$ cat src/rtl/riscv_mc_controller_pkg.sv
// Shared definitions for the RV32I multi-cycle controller: opcodes, select
// codes, ALU operation codes, state encoding and the decode-stage dispatch.
package riscv_mc_controller_pkg;

    localparam logic [6:0] OP_LOAD   = 7'b0000011;
    localparam logic [6:0] OP_STORE  = 7'b0100011;
    localparam logic [6:0] OP_R      = 7'b0110011;
    localparam logic [6:0] OP_I      = 7'b0010011;
    localparam logic [6:0] OP_BRANCH = 7'b1100011;
    localparam logic [6:0] OP_JAL    = 7'b1101111;
    localparam logic [6:0] OP_JALR   = 7'b1100111;
    localparam logic [6:0] OP_LUI    = 7'b0110111;
    localparam logic [6:0] OP_AUIPC  = 7'b0010111;

    localparam logic [1:0] SRCA_PC     = 2'd0;
    localparam logic [1:0] SRCA_OLDPC  = 2'd1;
    localparam logic [1:0] SRCA_RS1    = 2'd2;
    localparam logic [1:0] SRCB_RS2    = 2'd0;
    localparam logic [1:0] SRCB_IMM    = 2'd1;
    localparam logic [1:0] SRCB_FOUR   = 2'd2;
    localparam logic [1:0] RES_ALUOUT  = 2'd0;
    localparam logic [1:0] RES_MEMDATA = 2'd1;
    localparam logic [1:0] RES_ALURES  = 2'd2;

    typedef enum logic [2:0] {
        IMM_R = 3'd0,
        IMM_I = 3'd1,
        IMM_S = 3'd2,
        IMM_B = 3'd3,
        IMM_U = 3'd4,
        IMM_J = 3'd5
    } imm_src_e;

    typedef enum logic [3:0] {
        ALU_ADD   = 4'd0,
        ALU_SUB   = 4'd1,
        ALU_XOR   = 4'd2,
        ALU_OR    = 4'd3,
        ALU_AND   = 4'd4,
        ALU_SLL   = 4'd5,
        ALU_SRL   = 4'd6,
        ALU_SRA   = 4'd7,
        ALU_SLT   = 4'd8,
        ALU_SLTU  = 4'd9,
        ALU_PASSB = 4'd10
    } alu_ctrl_e;

    typedef enum logic [3:0] {
        S_FETCH,
        S_DECODE,
        S_MEMADR,
        S_MEMREAD,
        S_MEMWB,
        S_MEMWRITE,
        S_EXECR,
        S_EXECI,
        S_LUI,
        S_AUIPC,
        S_ALUWB,
        S_BRANCH,
        S_JAL,
        S_JALR_A,
        S_JALR_B,
        S_TRAP
    } state_e;

    // Dispatch out of DECODE; branches with funct3 2/3 have no encoding and trap here.
    function automatic state_e decode_next(input logic [6:0] opcode, input logic [2:0] funct3);
        state_e nxt;
        case (opcode)
            OP_LOAD, OP_STORE: nxt = S_MEMADR;
            OP_R:              nxt = S_EXECR;
            OP_I:              nxt = S_EXECI;
            OP_BRANCH:         nxt = (funct3[2:1] == 2'b01) ? S_TRAP : S_BRANCH;
            OP_JAL:            nxt = S_JAL;
            OP_JALR:           nxt = S_JALR_A;
            OP_LUI:            nxt = S_LUI;
            OP_AUIPC:          nxt = S_AUIPC;
            default:           nxt = S_TRAP;
        endcase
        return nxt;
    endfunction

endpackage

$ cat src/rtl/riscv_mc_controller_alu_dec.sv
// ALU operation decode from funct3/funct7[5]. For immediate-form instructions
// funct7[5] only distinguishes SRAI from SRLI, so ADDI never turns into SUB.
module riscv_mc_controller_alu_dec
    import riscv_mc_controller_pkg::*;
(
    input  logic [2:0] i_funct3,
    input  logic       i_funct7b5,
    input  logic       i_is_imm,
    output logic [3:0] o_alu_control
);

    // Funct3 table with the two funct7[5] alternates.
    always_comb begin
        o_alu_control = ALU_ADD;
        case (i_funct3)
            3'd0: o_alu_control = (i_funct7b5 && !i_is_imm) ? ALU_SUB : ALU_ADD;
            3'd1: o_alu_control = ALU_SLL;
            3'd2: o_alu_control = ALU_SLT;
            3'd3: o_alu_control = ALU_SLTU;
            3'd4: o_alu_control = ALU_XOR;
            3'd5: o_alu_control = i_funct7b5 ? ALU_SRA : ALU_SRL;
            3'd6: o_alu_control = ALU_OR;
            3'd7: o_alu_control = ALU_AND;
            default: o_alu_control = ALU_ADD;
        endcase
    end

endmodule

$ cat src/rtl/riscv_mc_controller.sv
// Multi-cycle RV32I control FSM. Sequences the shared datapath per state,
// owns the memory request handshake and raises sticky Illegal / BusErr flags.
//
//  state     | meaning
//  ----------+---------------------------------------------------------
//  FETCH     | read instr at PC, PC+4 -> PC, load IR/OldPC on MemReady
//  DECODE    | OldPC + Imm -> ALUOut (branch/jump target), dispatch
//  MEMADR    | rs1 + Imm -> ALUOut (load/store address)
//  MEMREAD   | read at ALUOut until MemReady
//  MEMWB     | MemData -> rd
//  MEMWRITE  | write at ALUOut until MemReady
//  EXECR     | rs1 op rs2 -> ALUOut
//  EXECI     | rs1 op Imm -> ALUOut
//  LUI       | U-imm -> ALUOut
//  AUIPC     | OldPC + U-imm -> ALUOut
//  ALUWB     | ALUOut -> rd
//  BRANCH    | compare rs1/rs2, PC <- target when taken
//  JAL       | OldPC + 4 -> rd, PC <- ALUOut
//  JALR_A    | rs1 + Imm -> ALUOut
//  JALR_B    | OldPC + 4 -> rd, PC <- ALUOut
//  TRAP      | halted until reset
module riscv_mc_controller
    import riscv_mc_controller_pkg::*;
#(
    parameter int WAIT_LIMIT = 16,
    parameter int CNT_W      = 5
) (
    input  logic       i_clk,
    input  logic       i_reset,
    input  logic [6:0] i_opcode,
    input  logic [2:0] i_funct3,
    input  logic       i_funct7b5,
    input  logic       i_zero,
    input  logic       i_cmp_lt,
    input  logic       i_mem_ready,
    output logic       o_mem_req,
    output logic       o_mem_w,
    output logic       o_adr_src,
    output logic       o_ir_write,
    output logic       o_pc_write,
    output logic       o_reg_w,
    output logic [1:0] o_alu_src_a,
    output logic [1:0] o_alu_src_b,
    output logic [1:0] o_result_src,
    output logic [2:0] o_imm_src,
    output logic [3:0] o_alu_control,
    output logic       o_instr_done,
    output logic       o_illegal,
    output logic       o_bus_err
);

    localparam logic [CNT_W-1:0] LP_CNT_LAST =
        (WAIT_LIMIT == 0) ? '0 : CNT_W'(WAIT_LIMIT - 1);

    state_e           r_state;
    logic [CNT_W-1:0] r_wait_cnt;
    logic             r_illegal;
    logic             r_bus_err;

    state_e     w_decode_next;
    logic       w_mem_state;
    logic       w_timeout;
    logic       w_is_imm;
    logic       w_taken;
    logic [3:0] w_alu_dec;

    assign w_decode_next = decode_next(i_opcode, i_funct3);
    assign w_mem_state   = (r_state == S_FETCH) || (r_state == S_MEMREAD) || (r_state == S_MEMWRITE);
    assign w_timeout     = (WAIT_LIMIT != 0) && w_mem_state && !i_mem_ready && (r_wait_cnt == LP_CNT_LAST);
    assign w_is_imm      = (r_state == S_EXECI);
    // funct3[2] picks the less-than compare over equality; funct3[0] inverts the sense.
    assign w_taken       = i_funct3[0] ^ (i_funct3[2] ? i_cmp_lt : i_zero);

    riscv_mc_controller_alu_dec u_alu_dec (
        .i_funct3      (i_funct3),
        .i_funct7b5    (i_funct7b5),
        .i_is_imm      (w_is_imm),
        .o_alu_control (w_alu_dec)
    );

    // State sequencing, memory wait counter and sticky error flags.
    always_ff @(posedge i_clk) begin
        if (i_reset) begin
            r_state    <= S_FETCH;
            r_wait_cnt <= '0;
            r_illegal  <= 1'b0;
            r_bus_err  <= 1'b0;
        end else begin
            // Leaving a request state always happens on MemReady, so the count is
            // already zero when the next request state is entered.
            if (w_mem_state && !i_mem_ready) begin
                r_wait_cnt <= r_wait_cnt + CNT_W'(1);
            end else begin
                r_wait_cnt <= '0;
            end

            if (w_timeout) begin
                r_bus_err <= 1'b1;
                r_state   <= S_TRAP;
            end else begin
                case (r_state)
                    S_FETCH:    if (i_mem_ready) r_state <= S_DECODE;
                    S_DECODE: begin
                        r_state <= w_decode_next;
                        if (w_decode_next == S_TRAP) r_illegal <= 1'b1;
                    end
                    S_MEMADR:   r_state <= (i_opcode == OP_LOAD) ? S_MEMREAD : S_MEMWRITE;
                    S_MEMREAD:  if (i_mem_ready) r_state <= S_MEMWB;
                    S_MEMWRITE: if (i_mem_ready) r_state <= S_FETCH;
                    S_EXECR, S_EXECI, S_LUI, S_AUIPC: r_state <= S_ALUWB;
                    S_JALR_A:   r_state <= S_JALR_B;
                    S_MEMWB, S_ALUWB, S_BRANCH, S_JAL, S_JALR_B: r_state <= S_FETCH;
                    S_TRAP:     r_state <= S_TRAP;
                    default:    r_state <= S_TRAP;
                endcase
            end
        end
    end

    // Output decode from the state register; reset blanks every output immediately.
    always_comb begin
        o_mem_req     = 1'b0;
        o_mem_w       = 1'b0;
        o_adr_src     = 1'b0;
        o_ir_write    = 1'b0;
        o_pc_write    = 1'b0;
        o_reg_w       = 1'b0;
        o_alu_src_a   = SRCA_PC;
        o_alu_src_b   = SRCB_RS2;
        o_result_src  = RES_ALUOUT;
        o_imm_src     = IMM_R;
        o_alu_control = ALU_ADD;
        o_instr_done  = 1'b0;
        o_illegal     = 1'b0;
        o_bus_err     = 1'b0;
        if (!i_reset) begin
            o_illegal = r_illegal;
            o_bus_err = r_bus_err;
            case (r_state)
                S_FETCH: begin
                    o_mem_req    = 1'b1;
                    o_alu_src_b  = SRCB_FOUR;
                    o_result_src = RES_ALURES;
                    o_ir_write   = i_mem_ready;
                    o_pc_write   = i_mem_ready;
                end
                S_DECODE: begin
                    o_alu_src_a = SRCA_OLDPC;
                    o_alu_src_b = SRCB_IMM;
                    if (i_opcode == OP_BRANCH) begin
                        o_imm_src = IMM_B;
                    end else if (i_opcode == OP_JAL) begin
                        o_imm_src = IMM_J;
                    end else begin
                        o_imm_src = IMM_I;
                    end
                end
                S_MEMADR: begin
                    o_alu_src_a = SRCA_RS1;
                    o_alu_src_b = SRCB_IMM;
                    o_imm_src   = (i_opcode == OP_STORE) ? IMM_S : IMM_I;
                end
                S_MEMREAD: begin
                    o_mem_req = 1'b1;
                    o_adr_src = 1'b1;
                end
                S_MEMWB: begin
                    o_reg_w      = 1'b1;
                    o_result_src = RES_MEMDATA;
                    o_instr_done = 1'b1;
                end
                S_MEMWRITE: begin
                    o_mem_req    = 1'b1;
                    o_mem_w      = 1'b1;
                    o_adr_src    = 1'b1;
                    o_instr_done = i_mem_ready;
                end
                S_EXECR: begin
                    o_alu_src_a   = SRCA_RS1;
                    o_alu_src_b   = SRCB_RS2;
                    o_alu_control = w_alu_dec;
                end
                S_EXECI: begin
                    o_alu_src_a   = SRCA_RS1;
                    o_alu_src_b   = SRCB_IMM;
                    o_imm_src     = IMM_I;
                    o_alu_control = w_alu_dec;
                end
                S_LUI: begin
                    o_alu_src_b   = SRCB_IMM;
                    o_imm_src     = IMM_U;
                    o_alu_control = ALU_PASSB;
                end
                S_AUIPC: begin
                    o_alu_src_a = SRCA_OLDPC;
                    o_alu_src_b = SRCB_IMM;
                    o_imm_src   = IMM_U;
                end
                S_ALUWB: begin
                    o_reg_w      = 1'b1;
                    o_instr_done = 1'b1;
                end
                S_BRANCH: begin
                    o_alu_src_a  = SRCA_RS1;
                    o_alu_src_b  = SRCB_RS2;
                    o_imm_src    = IMM_B;
                    o_pc_write   = w_taken;
                    o_instr_done = 1'b1;
                    if (!i_funct3[2]) begin
                        o_alu_control = ALU_SUB;
                    end else if (!i_funct3[1]) begin
                        o_alu_control = ALU_SLT;
                    end else begin
                        o_alu_control = ALU_SLTU;
                    end
                end
                S_JALR_A: begin
                    o_alu_src_a = SRCA_RS1;
                    o_alu_src_b = SRCB_IMM;
                    o_imm_src   = IMM_I;
                end
                // ALUOut still holds the jump target; the ALU result (OldPC+4) is the link.
                S_JAL, S_JALR_B: begin
                    o_alu_src_a  = SRCA_OLDPC;
                    o_alu_src_b  = SRCB_FOUR;
                    o_result_src = RES_ALURES;
                    o_reg_w      = 1'b1;
                    o_pc_write   = 1'b1;
                    o_instr_done = 1'b1;
                end
                default: ;
            endcase
        end
    end

endmodule

$ cat config.mk
export PLATFORM = sky130hd
export DESIGN_NAME = riscv_mc_controller
export DESIGN_NICKNAME = d
export VERILOG_FILES = /design/src/rtl/riscv_mc_controller_pkg.sv /design/src/rtl/riscv_mc_controller_alu_dec.sv /design/src/rtl/riscv_mc_controller.sv
export SDC_FILE = /design/constraint.sdc
export NUM_CORES = 1
export LEC_CHECK = 0
export ABC_AREA = 1
export ABC_CLOCK_PERIOD_IN_PS = 1700
export CAP_MARGIN = 20
export CORE_MARGIN = 4
export CORE_UTILIZATION = 46
export DETAILED_ROUTE_END_ITERATION = 16
export MAX_ROUTING_LAYER = met4
export PLACE_DENSITY = 0.8
export SLEW_MARGIN = 20
export SYNTH_ARGS = -nofsm -noshare
export SYNTH_HDL_FRONTEND = slang
export SYNTH_SLANG_ARGS = --single-unit
export TNS_END_PERCENT = 100
$ cat constraint.sdc
create_clock -name i_clk -period 1.7 [get_ports i_clk]
set_input_delay 0.425 -clock i_clk [delete_from_list [all_inputs] [get_ports i_clk]]
set_output_delay 0.425 -clock i_clk [all_outputs]
set_load 0.005 [all_outputs]
==> results.json, run 1 <==
{
  "run_status": "stopped before the end",
  "stage_where_the_flow_stopped": "4_1_cts",
  "flow.first_error": "[ERROR DPL-0038] Utilization greater than 100%, impossible to legalize",
  "async_reset_ff_share_pct": 0,
  "ys_ff_latch": 11,
  "clock_sinks": 11,
  "rows": 17,
  "synth.largest_area_cell": "dfxtp_1",
  "preCtsSetupSlack_ns": -0.895,
  "place.detailed.hpwl_um": 3170,
  "die_h_um": 57.7,
  "die_x_um": 57.7,
  "mappedNetlistNets": 224,
  "port-buffer-count": 37,
  "synth.avg_cell_area_um2": 5.52,
  "cts.repair_timing.setup_buffer_count": 30,
  "cts.path.max_buffers": 2,
  "postSynth.topFlopCell": "dfxtp_1",
  "ys_warn_count": 0,
  "synth_seq_area_share_pct": 19.4,
  "gpl.final_weighted_congestion": 0.880,
  "start_util_pct": 49.9,
  "netlist_area_before_placement_um2": 1140,
  "cts.repair.resized": 194,
  "synth.cells.most_frequent": "nand2_1, inv_1, nor2_1",
  "io_pins": 38,
  "post-synth-top-area-fraction_pct": 19.4,
  "yosysUniqueCellTypes": 29,
  "ctsRootBufferMaster": "clkbuf_4",
  "tritoncts.num_buffers": 3,
  "cts_htree_levels": 1,
  "holdBufCountCts": 0,
  "synth_area_leaders": "dfxtp_1, nand2_1, inv_1",
  "synth_edf_count": 0,
  "yosys.cell_count.top_type": "nand2_1",
  "synthesis.instances": 206
}
through the flow:
step	instances	setup TNS, ns	hold slack (ns)	instance area, um^2
floorplan	206	0	0.418	1140
global placement	317	-13.35	0.428	1900
detailed placement	317	-14.38	0.441	1900
cell families after synthesis:
family	after synthesis	share of synthesized area (%)
adders and majority gates	2	2.20
xor gates and xnor gates	1	0.771
AOI/OAI and AO/OA	29	13.9
and+or+nand+nor	121	49.8
buffers and inverters	42	14.0
DFF	11	19.4
==> run 2, diff against run 1 <==
- CORE_AREA: unset -> 4 4 65 67
- CORE_MARGIN: 4 -> unset
- CORE_UTILIZATION: 46 -> unset
- DIE_AREA: unset -> 0 0 69 71
- MAX_ROUTING_LAYER: met4 -> unset
- PLACE_DENSITY: 0.8 -> unset
- PLACE_DENSITY_LB_ADDON: unset -> 0.15
==> run 2 against run 1 <==
  * Synthesized area did not move
  * Synthesized cell count unchanged
  * The flow now finishes, with violations (negative setup slack)
==> results.json, run 2 <==
{
  "run_status": "finished, violations left",
  "violated_checks": "negative setup slack",
  "holdBufCountCts": 0,
  "route.final.wire_length_um": 5130,
  "areaGrowthSynthToFinish_pct": 131,
  "yosys.cell_count.top_type": "nand2_1",
  "post-synth-top-area-fraction_pct": 19.4,
  "worst-slew-pin-transition_ns": 0.220,
  "cts.path.max_buffers": 2,
  "clock_sinks": 11,
  "largest_register_ff_count": 5,
  "setup_violations": 21,
  "cp_cell_sequence": "inv_4 -> nor2_4 -> buf_6 -> inv_2 -> nor2_4 -> nand3_2 -> a21oi_2 -> buf_2",
  "die_x_um": 69,
  "critical_path.max_fanout": 4,
  "detail-route-antenna-nets": 0,
  "yosys.area_share.simple_pct": 49.8,
  "grt_first_pass_wirelength_um": 8310,
  "synth_area_leaders": "dfxtp_1, nand2_1, inv_1",
  "hold_slack_ns": 0.448,
  "reg.largest.list": "r_wait_cnt x5, r_state x4",
  "placedCellCount": 337,
  "fin_nets": 356,
  "worstReg2RegStart": "r_state[1]$_SDFFE_PP0P_",
  "hold_end": "r_wait_cnt[0]$_SDFF_PP0_",
  "port-buffer-count": 37,
  "holdCritStartpoint": "r_wait_cnt[0]$_SDFF_PP0_",
  "gpl.final_weighted_congestion": 0.853,
  "clock.fmax_mhz": 519,
  "vias_per_cell": 4.69,
  "cts_tree": "yes",
  "r2r_slack_ns": 0.11,
  "final.setup_skew_ns": 0.00171,
  "peakVddDrop_v": 0.000836,
  "io_pins": 38,
  "worstPathArrival_ns": 1.50,
  "worst_slew_margin_rel_pct": 85.1,
  "path_common_cell": "nor2_4",
  "netlist_area_before_placement_um2": 1140,
  "synth.avg_cell_area_um2": 5.52,
  "ys_warn_count": 0,
  "ys_ff_latch": 11,
  "place.detailed.hpwl_um": 2790,
  "synth.largest_area_cell": "dfxtp_1",
  "fin_ws_ns": -0.229,
  "hold_class": "flip-flop to flip-flop",
  "global_route.overflow_total": 0,
  "rows": 22,
  "die_h_um": 71,
  "synthXorXnorAreaFrac_pct": 0.771,
  "setup_repair_after_global_routing_missed_its_margin": "true",
  "synth.cells.most_frequent": "nand2_1, inv_1, nor2_1",
  "crit_path_from": "r_state[0]$_SDFFE_PP0P_",
  "holdPathStages": 1,
  "registers.top_by_ff_count": "r_wait_cnt",
  "post_layout_nonfiller_instances": 385,
  "layout.cells.most_common_list": "buf_4, nand2_1, buf_6",
  "r2r.worst_path.cells": 10,
  "layout_commonest_cell": "buf_4",
  "grt_antenna_before_repair": 0,
  "synthAdderAreaFrac_pct": 2.20,
  "synthesis.instances": 206,
  "fin_crit_sh_pct": 113,
  "first_global_vias": 1856,
  "die_area_um2": 4900,
  "critical_path_class": "flip-flop to output pin",
  "length_of_the_first_detailed_routing_pass_in_iterations": 4,
  "ctsRootBufferMaster": "clkbuf_8",
  "crit_slowest_cell": "dfxtp_4",
  "antennaDiodeCount": 0,
  "track_usage_pct": 20.0,
  "critical_path.max_stage_delay_ns": 0.39,
  "core_util_final_pct": 72.1,
  "timing_max_transition_violations_final": 0,
  "post_route_cells_drive_above_1_share_pct": 63.5,
  "setup.worst_path.start_class": "flip-flop",
  "core_region_area_um2": 3630,
  "routed_wire_length_per_instance_um": 13.3,
  "pleak_uw": 0.00137,
  "capture_instance_of_the_worst_register_to_register_path": "r_state[1]$_SDFFE_PP0P_",
  "async_reset_ff_share_pct": 0,
  "routed-via-count": 1807,
  "synth_top_family_by_area": "simple AND/OR/NAND/NOR gates",
  "drt_first_iter_violations": 96,
  "mappedNetlistNets": 224,
  "num-fill-cells": 284,
  "cts_htree_levels": 1,
  "grt_start_max_net_pins": 9,
  "synth_seq_area_share_pct": 19.4,
  "synth_mux_area_share_pct": 0,
  "yosysUniqueCellTypes": 29,
  "route.detailed.drc": 0,
  "synth_edf_count": 0,
  "clkLatencyLatePin_ns": 0.24,
  "worst_ep_required_time_ns": 1.27,
  "cts.clk_slew.worst_paths_ns": 0.05,
  "totalNegativeSetupSlack_ns": -2.93,
  "timing.final.crit_period_ns": 1.93,
  "cellPowerDensity_nw_per_um2": 1240,
  "max_capacitance_violation_total": 0,
  "hold_viol_final": 0,
  "synth-compound-area-share_pct": 13.9,
  "worst_setup_path_end_kind": "output pin",
  "postSynth.topFlopCell": "dfxtp_1",
  "start_util_pct": 31.3,
  "tritoncts.num_buffers": 3
}
-- run 2: through the flow --
| step | total power [uW] | worst slack, ns | area, um^2 |
|---|---|---|---|
| 3_3_place_gp | 2060 | -0.822 | 1920 |
| 4_1_cts | 2930 | -0.181 | 2510 |
| 6_report | 3240 | -0.229 | 2620 |
| 5_1_grt | 3460 | -0.311 | 2620 |
| 3_5_place_dp | 2050 | -0.846 | 1920 |
| 2_1_floorplan | 1170 | 0.0942 | 1140 |
-- run 2: logic make-up (layout without fill, tap and decap cells) --
kind of cell / count (synthesis) / count (layout)
AND/OR/NAND/NOR: 121 / 121
buffers and inverters: 42 / 173
AO/OA/AOI/OAI: 29 / 29
flip-flops: 11 / 11
adder cells (fa/ha/maj): 2 / 2
XOR/XNOR: 1 / 1
-- run 2: critical path, delay by kind of cell (launching register included) --
family	cells	cell delay (ns)
compound gates	1	0.14
flops	1	0.39
simple gates	3	0.37
buf+inv	4	0.37
-- run 2: per-layer routing --
| metal | vias up | GRT usage [%] | wire length, um | share of wire, % |
|---|---|---|---|---|
| met5 | - | 0 | 0 | 0 |
| met4 | 0 | 8.24 | 178 | 3.5 |
| met3 | 21 | 3.84 | 224 | 4.4 |
| met2 | 49 | 36.5 | 2620 | 51 |
| met1 | 823 | 22.6 | 2100 | 41 |
| li1 | 914 | - | - | - |
-- run 2: timing repair --
item                                    in CTS  in global routing
pin swaps                                   48                 20
gates resized for setup                    225                 27
endpoints found under the setup margin      23                 26
setup buffers                               46                  5
-- run 2: worst max-delay path by stage --
| stage | endpoint | slack [ns] |
|---|---|---|
| 6_report | o_imm_src[2] | -0.23 |
| 5_1_grt | o_imm_src[1] | -0.31 |
| 4_1_cts | o_imm_src[0] | -0.18 |
| 3_5_place_dp | o_imm_src[0] | -0.85 |
| 3_3_place_gp | o_imm_src[0] | -0.82 |
| 2_1_floorplan | o_imm_src[0] | 0.09 |
-- run 2: layout make-up --
type | count | area [um^2] | share of cell area, %
repair buffers | 130 | 1070 | 40.9
multi-input cells | 153 | 1050 | 40.2
flip-flops and latches | 11 | 235 | 8.98
inverters | 39 | 154 | 5.88
well taps | 48 | 60.1 | 2.29
clock buffers | 3 | 41.3 | 1.58
clock inverters | 1 | 5.00 | 0.191
-- run 2: power by group --
group / leakage, uW / internal [uW] / switching (uW)
Combinational: 0.00125 / 1310 / 1190
Clock: 0.0000255 / 161 / 99.1
Sequential: 0.0000923 / 349 / 126
No activity file was read; power rests on OpenSTA's default activity.
